==> src/rtl/mul_seq_16_if.sv <==
// mul_seq_16_if
//   Groups the start/busy/done handshake, the operands and the result of the
//   sequential 16x16 multiplier.
//   Ports (signals):
//     start   : launch request (master -> slave)
//     a, b    : 16-bit multiplicand / multiplier (master -> slave)
//     busy    : multiplier iterating (slave -> master)
//     done    : one-cycle completion pulse (slave -> master)
//     product : 32-bit result {acc, q} (slave -> master)
//     hi_nz   : product does not fit in 16 bits (slave -> master)
//   Modports: master (control unit side), slave (multiplier side).
interface mul_seq_16_if;
  logic        start;
  logic [15:0] a;
  logic [15:0] b;
  logic        busy;
  logic        done;
  logic [31:0] product;
  logic        hi_nz;

  modport master (
    output start, a, b,
    input  busy, done, product, hi_nz
  );

  modport slave (
    input  start, a, b,
    output busy, done, product, hi_nz
  );
endinterface

==> src/rtl/mul_seq_16.sv <==
// adder_16
//   16-bit ripple-carry adder shared by the sequential multiplier.
//   Ports:
//     a, b        : 16-bit addends
//     cin         : carry in
//     sum         : 16-bit sum
//     c_n         : carry out of bit 15 (17th sum bit)
//     c_n_minus_1 : carry into bit 15 (signed-overflow detection)
module adder_16 (
  input  logic [15:0] a,
  input  logic [15:0] b,
  input  logic        cin,
  output logic [15:0] sum,
  output logic        c_n,
  output logic        c_n_minus_1
);
  always_comb begin
    logic c;
    sum         = '0;
    c_n_minus_1 = 1'b0;
    c           = cin;
    for (int i = 0; i < 16; i++) begin
      if (i == 15) c_n_minus_1 = c;
      sum[i] = a[i] ^ b[i] ^ c;
      c      = (a[i] & b[i]) | (c & (a[i] ^ b[i]));
    end
    c_n = c;
  end
endmodule

// mul_seq_16
//   Sequential unsigned 16x16 shift-and-add multiplier. One adder_16 is
//   reused over 16 iterations; the 32-bit product appears in {acc, q}.
//   Ports:
//     clk   : clock, rising edge
//     reset : synchronous active-high reset
//     bus   : mul_seq_16_if.slave (start, a, b, busy, done, product, hi_nz)
//   Latency start-accepted -> done is 17 cycles; done lasts one cycle and
//   product is held until the next accepted start.
module mul_seq_16 (
  input  logic         clk,
  input  logic         reset,
  mul_seq_16_if.slave  bus
);
  typedef enum logic [1:0] {
    IDLE = 2'd0,
    RUN  = 2'd1,
    DONE = 2'd2
  } state_t;

  state_t      state_reg, state_next;
  logic [15:0] mcand_reg, mcand_next;
  logic [15:0] acc_reg, acc_next;
  logic [15:0] q_reg, q_next;
  logic [4:0]  cnt_reg, cnt_next;

  logic [15:0] add_sum;
  logic        add_cout;
  logic        add_c15_unused;

  // The single shared adder: acc + mcand, no carry in.
  adder_16 u_adder (
    .a           (acc_reg),
    .b           (mcand_reg),
    .cin         (1'b0),
    .sum         (add_sum),
    .c_n         (add_cout),
    .c_n_minus_1 (add_c15_unused)
  );

  always_ff @(posedge clk) begin
    if (reset) begin
      state_reg <= IDLE;
      mcand_reg <= '0;
      acc_reg   <= '0;
      q_reg     <= '0;
      cnt_reg   <= '0;
    end else begin
      state_reg <= state_next;
      mcand_reg <= mcand_next;
      acc_reg   <= acc_next;
      q_reg     <= q_next;
      cnt_reg   <= cnt_next;
    end
  end

  always_comb begin
    state_next = state_reg;
    mcand_next = mcand_reg;
    acc_next   = acc_reg;
    q_next     = q_reg;
    cnt_next   = cnt_reg;

    case (state_reg)
      IDLE, DONE: begin
        if (bus.start) begin
          mcand_next = bus.a;
          acc_next   = '0;
          q_next     = bus.b;
          cnt_next   = '0;
          state_next = RUN;
        end else begin
          // Registers held so product stays visible after done.
          state_next = IDLE;
        end
      end

      RUN: begin
        // Shift the running sum right by one through {acc, q}; the adder
        // carry lands in acc[15] so no product bit is lost.
        if (q_reg[0]) begin
          {acc_next, q_next} = {add_cout, add_sum, q_reg[15:1]};
        end else begin
          {acc_next, q_next} = {1'b0, acc_reg, q_reg[15:1]};
        end
        cnt_next = cnt_reg + 5'd1;
        if (cnt_reg == 5'd15) begin
          state_next = DONE;
        end
      end

      default: begin
        state_next = IDLE;
      end
    endcase
  end

  assign bus.busy    = (state_reg == RUN);
  assign bus.done    = (state_reg == DONE);
  assign bus.product = {acc_reg, q_reg};
  assign bus.hi_nz   = |acc_reg;
endmodule

==> src/flat_wrapper.sv <==
// flat-port wrapper written by rule: the top's interface ports become plain ports
module mul_seq_16_flat 
  (clk, reset, bus_start, bus_a, bus_b, bus_busy, bus_done, bus_product, bus_hi_nz);
  mul_seq_16_if bus_i ();
  input  logic clk;
  input  logic reset;
  input wire logic [$bits(bus_i.start)-1:0] bus_start;
  input wire logic [$bits(bus_i.a)-1:0] bus_a;
  input wire logic [$bits(bus_i.b)-1:0] bus_b;
  output wire logic [$bits(bus_i.busy)-1:0] bus_busy;
  output wire logic [$bits(bus_i.done)-1:0] bus_done;
  output wire logic [$bits(bus_i.product)-1:0] bus_product;
  output wire logic [$bits(bus_i.hi_nz)-1:0] bus_hi_nz;
  assign bus_i.start = bus_start;
  assign bus_i.a = bus_a;
  assign bus_i.b = bus_b;
  assign bus_busy = bus_i.busy;
  assign bus_done = bus_i.done;
  assign bus_product = bus_i.product;
  assign bus_hi_nz = bus_i.hi_nz;
  mul_seq_16 u_core (.clk(clk), .reset(reset), .bus(bus_i));
endmodule
==> config.mk <==
export PLATFORM = sky130hd
export DESIGN_NAME = mul_seq_16_flat
export DESIGN_NICKNAME = d
export VERILOG_FILES = /design/src/rtl/mul_seq_16_if.sv /design/src/rtl/mul_seq_16.sv /design/src/flat_wrapper.sv
export SDC_FILE = /design/constraint.sdc
export NUM_CORES = 1
export LEC_CHECK = 0
export BUFFER_PORTS_ARGS = -buffer_cell sky130_fd_sc_hd__buf_2
export CORE_UTILIZATION = 50
export DETAILED_ROUTE_END_ITERATION = 8
export MAX_ROUTING_LAYER = met4
export PLACE_DENSITY = 0.76
export SYNTH_ARGS = -nofsm -noshare
export SYNTH_HDL_FRONTEND = slang
export SYNTH_SLANG_ARGS = --single-unit
==> constraint.sdc <==
create_clock -name clk -period 13.3 [get_ports clk]
set_clock_uncertainty 0.1 [all_clocks]
set_input_delay 0 -clock clk [delete_from_list [all_inputs] [get_ports clk]]
set_output_delay 0 -clock clk [all_outputs]
set_load 0.03 [all_outputs]
==> out/qor.csv, run 1 <==
metric,value,unit
status,completed,
Slew Limit Fails,0,
die area,5700,um2
Syn Area/Cell,9.19,um2
PortBufs,69,
final cell count without fillers,450,
DR WL/cell,14.6,um
Synth Warn #,0,
die outline height,75.5,um
vias in the first global route,2111,
pwr dens,98.2,nW/um2
ant diodes,0,
RD Place Congestion,0.763,
Slew @ Worst Pin,1.03,ns
worst endpoint required time,13.36,ns
design area,3420,um2
clock slew at reported path FFs,0.10,ns
placed instance area,3000,um2
clk buf depth,2,
final setup TNS,0,ns
M1 GR Usage,32.2,%
DR pass1 iterations,4,
TritonCTS clock tree,done,
Routed WL,6.56,mm
worst skew pair latency,0.31,ns
share of cells above drive strength 1,23.2,%
# DRC,0,
clk sinks,55,
DP HPWL,3.83,mm
crit path launch type,flop,
Post-synth ARST share,0,%
Die Wd,75.5,um
Final Hold Fails,0,
synthesized flop and latch total,55,
RSZ-0062 raised after global routing,false,
1st-iter DRT viols,195,
"Primary FF master, synth",dfxtp_1,
Syn Nets,347,
worst hold slack,0.254,ns
Cell Rows,26,
first-pass GRT wire length,9.98,mm
"most common cell after layout, fill and taps aside",buf_2,
post-synthesis cell count,294,
root buf cell,clkbuf_8,
Ports,70,
GRT busiest layer,met2,
largest net degree at the start of global routing,57,
htree depth,2,
cts bufs inserted,5,
Fillers,409,
gr usage total,24.2,%
Post-CTS Hold Buffers,32,
grt met2 use,37.1,%
crit path max fanout,5,
Max-Cap Viols,0,
grt ovf,0,
Final period util,57.2,%
Final setup viols,0,
Initial Util,52.2,%
depth of the worst register-to-register path,21,
Antenna Nets Post-Route,0,
hold path cells,2,
relative slew slack,31.2,%
f_max,131,MHz
area grow syn2layout,26.7,%
# resized after CTS,0,
Placeable Area,5170,um2
Hold Path Class,in -> reg,
Synth cell types,30,
post-synthesis cell area,2700,um2
leakage,1.49,nW
crit path DAT,7.67,ns
VDD IR max,58.3,uV
initial antenna violation count,0,
layout net count,432,
DR vias/cell,5.42,
setup bufs post-CTS,0,
post-layout util,66.2,%
critical path class,reg -> reg,
Inst Count DP,410,
number of enable flip-flop cells after synthesis,0,
most frequent cells in the layout,"69 x buf_2, 55 x dfxtp_1, 51 x a21oi_1, 50 x nand2_1, 35 x nand3_1",
Crit. End Element,flop,
Final min period,7.61,ns
Vias,2440,
post-synthesis sequential area ratio,40.7,%
grt met3 use,4.37,%
## cell type report
| cell class | count | area [um2] | share of cell area [%] |
|---|---|---|---|
| timing repair buffer | 103 | 681 | 19.9 |
| clock inverter | 2 | 16.3 | 0.475 |
| inverter | 6 | 27.5 | 0.804 |
| tap | 70 | 87.6 | 2.56 |
| sequential | 55 | 1100 | 32.2 |
| multi-input combinational | 208 | 1430 | 41.7 |
| clock buffer | 6 | 82.6 | 2.41 |
## worst max-delay path: stages (launching register included)
cell and delay (ns):
dfxtp_1 0.37, ha_1 0.24, fa_1 0.43, fa_1 0.43
fa_1 0.43, fa_1 0.42, fa_1 0.42, fa_1 0.42
fa_1 0.43, fa_1 0.43, fa_1 0.43, fa_1 0.45
fa_1 0.44, fa_1 0.44, fa_1 0.39, inv_1 0.09
fa_1 0.16, inv_1 0.05, fa_1 0.44, mux2_1 0.30
nand2_1 0.07, a21oi_1 0.07
## logic make-up (layout without fill, tap and decap cells)
family	Yosys count	after routing	share of synthesized area (%)
adders and majority gates	18	18	12.5
DFF	55	55	40.7
AOI/OAI and AO/OA	71	71	15.5
buffers and inverters	31	117	6.62
and+or+nand+nor	103	103	17.9
muxes	16	16	6.81
## worst paths after layout
kind                                           start              endpoint  slack, ns
worst max-delay path               u_core.acc_reg[0]    u_core.acc_reg[14]       5.69
worst min-delay path                           reset   u_core.state_reg[0]       0.25
worst max register to register     u_core.acc_reg[0]    u_core.acc_reg[14]       5.69
worst min register to register  u_core.mcand_reg[14]  u_core.mcand_reg[14]       0.37
## synth_stat cells, drive strengths merged, types with 2 or more instances
cell type	number	area share, %
dfxtp	55	41
nand3	35	6.5
ha	3	1.4
nor2	2	0.28
a211oi	2	0.74
nand2b	4	1.0
nand2	50	6.9
fa	15	11
a21oi	51	9.4
mux2	16	6.8
inv	5	0.69
buf	24	5.5
nor3b	2	0.74
a22oi	15	4.2
nor4	4	0.93
nor2b	2	0.46
nand4	2	0.46
## metal layers
layer,up-vias,wire length [um]
li1,1188,-
met1,1166,3020
met2,74,3170
met3,12,251
met4,0,112
met5,-,0
## power by group
part | switching, mW | internal (mW) | total [mW]
registers | 0.00739 | 0.172 | 0.179
clock network | 0.0562 | 0.0426 | 0.0989
logic | 0.0348 | 0.0231 | 0.0578
total | 0.0984 | 0.238 | 0.336
## metrics by stage
step | setup WS [ns] | power, mW
2_1_floorplan | 5.89 | 0.220
4_1_cts | 5.64 | 0.338
6_report | 5.69 | 0.336
3_5_place_dp | 5.67 | 0.233
3_3_place_gp | 5.84 | 0.232
5_1_grt | 5.44 | 0.352
Power figures use the tool's default switching activity.
==> run 2: changes to the inputs <==
- CORE_UTILIZATION: 50 -> 47
- PLACE_DENSITY: 0.76 -> 0.75
- clock period: 13.3 -> 6.8 ns (I/O delays scaled with it)
==> out/qor.csv, run 2 (synthesis results as in run 1) <==
metric,value,unit
DR vias/cell,5.49,
crit path max fanout,2,
DR pass1 iterations,4,
die outline height,77.8,um
Cell Rows,27,
"most common cell after layout, fill and taps aside",buf_2,
share of cells above drive strength 1,28.1,%
setup bufs post-CTS,0,
ant diodes,0,
Final setup viols,0,
DR WL/cell,15.0,um
Reg area,1100,um2
area occupied by multi-input gates,1470,um2
Slew Limit Fails,0,
crit path DAT,6.65,ns
# DRC,0,
Max-Cap Viols,0,
clock slew at reported path FFs,0.10,ns
worst endpoint required time,6.86,ns
RR Endpoint,u_core.acc_reg[14],
Routed WL,6.82,mm
Hold Path Class,in -> reg,
Antenna Nets Post-Route,0,
Final period util,97.0,%
1st-iter DRT viols,181,
worst skew pair latency,0.31,ns
vias in the first global route,2367,
first-pass GRT wire length,11.4,mm
cts bufs inserted,5,
status,completed,
layout net count,433,
VDD IR max,109,uV
Inst Count DP,413,
hold path cells,4,
gr usage total,24.2,%
WHS Endpoint,u_core.q_reg[15],
htree depth,2,
Ports,70,
Fillers,486,
Final min period,6.60,ns
FF-to-FF Start,u_core.acc_reg[0],
relative slew slack,29.1,%
root buf cell,clkbuf_8,
final cell count without fillers,453,
grt ovf,0,
DP HPWL,3.87,mm
Placeable Area,5540,um2
Crit. End Element,flop,
clk sinks,55,
PortBufs,69,
leakage,1.48,nW
pwr dens,206,nW/um2
Vias,2487,
depth of the worst register-to-register path,21,
initial antenna violation count,0,
RD Place Congestion,0.746,
area grow syn2layout,30.0,%
f_max,152,MHz
HP Start,bus_start,
Slew @ Worst Pin,1.06,ns
largest net degree at the start of global routing,57,
crit path launch type,flop,
critical path class,reg -> reg,
worst hold slack,0.113,ns
Die Wd,77.8,um
final setup TNS,0,ns
die area,6060,um2
clk buf depth,2,
TritonCTS clock tree,done,
reg2reg setup slack,0.20,ns
Final Hold Fails,0,
Initial Util,48.8,%
most frequent cells in the layout,"69 x buf_2, 53 x dfxtp_1, 51 x a21oi_1, 50 x nand2_1, 35 x nand3_1",
run 2: where the power goes:
part	leakage [nW]	switching (mW)	internal (mW)
clock	0.0644	0.112	0.147
combinational	0.970	0.0694	0.0450
sequential	0.450	0.0152	0.337
run 2: how the worst max path moves through the flow:
stage	from	end
after floorplan	u_core.acc_reg[0]	u_core.acc_reg[14]
after global placement	u_core.acc_reg[0]	u_core.acc_reg[14]
after detailed placement	u_core.acc_reg[0]	u_core.acc_reg[14]
after CTS	u_core.acc_reg[0]	u_core.acc_reg[14]
after global routing	u_core.acc_reg[0]	u_core.acc_reg[14]
final	u_core.acc_reg[0]	u_core.acc_reg[14]
run 2: worst max-delay path: stages (launching register included):
cell	delay, ns
dfxtp_2	0.34
ha_2	0.19
fa_2	0.40
fa_2	0.37
fa_2	0.35
fa_2	0.34
fa_2	0.34
fa_2	0.34
fa_2	0.34
fa_2	0.35
fa_2	0.38
fa_2	0.36
fa_2	0.38
fa_2	0.38
fa_2	0.35
inv_2	0.07
fa_1	0.15
inv_1	0.05
fa_1	0.44
mux2_4	0.26
nand2_1	0.06
a21oi_1	0.07
run 2: repair_timing:
action                                  CTS  global route
endpoints found under the setup margin    1             1
endpoints found under the hold margin    32             0
pin swaps                                 5            13
hold buffers                             32             0
resized for setup                         1             5
run 2: area by class of cell:
| cell class | instances | area share [%] |
|---|---|---|
| clock buffer | 5 | 1.96 |
| clock inverter | 3 | 1.92 |
| inverter | 6 | 0.784 |
| multi-input combinational | 208 | 41.8 |
| sequential | 55 | 31.4 |
| tap | 72 | 2.57 |
| timing repair buffer | 104 | 19.6 |
run 2: per-layer routing:
| metal | vias up | routed length, um | global-route usage [%] |
|---|---|---|---|
| li1 | 1193 | - | - |
| met1 | 1210 | 3110 | 33.2 |
| met2 | 74 | 3310 | 37.5 |
| met3 | 10 | 318 | 3.88 |
| met4 | 0 | 81 | 5.66 |
| met5 | - | 0 | - |
run 2: stage by stage:
step | total power, mW | cell area [um2] | worst slack [ns] | util (%)
CTS | 0.725 | 3500 | 0.0109 | 63.2
global placement | 0.455 | 3040 | -0.0828 | 54.9
detailed placement | 0.457 | 3040 | -0.136 | 54.9
global route | 0.752 | 3510 | -0.00956 | 63.4
floorplan | 0.431 | 2730 | 0.0226 | -
finish | 0.725 | 3510 | 0.202 | 63.4
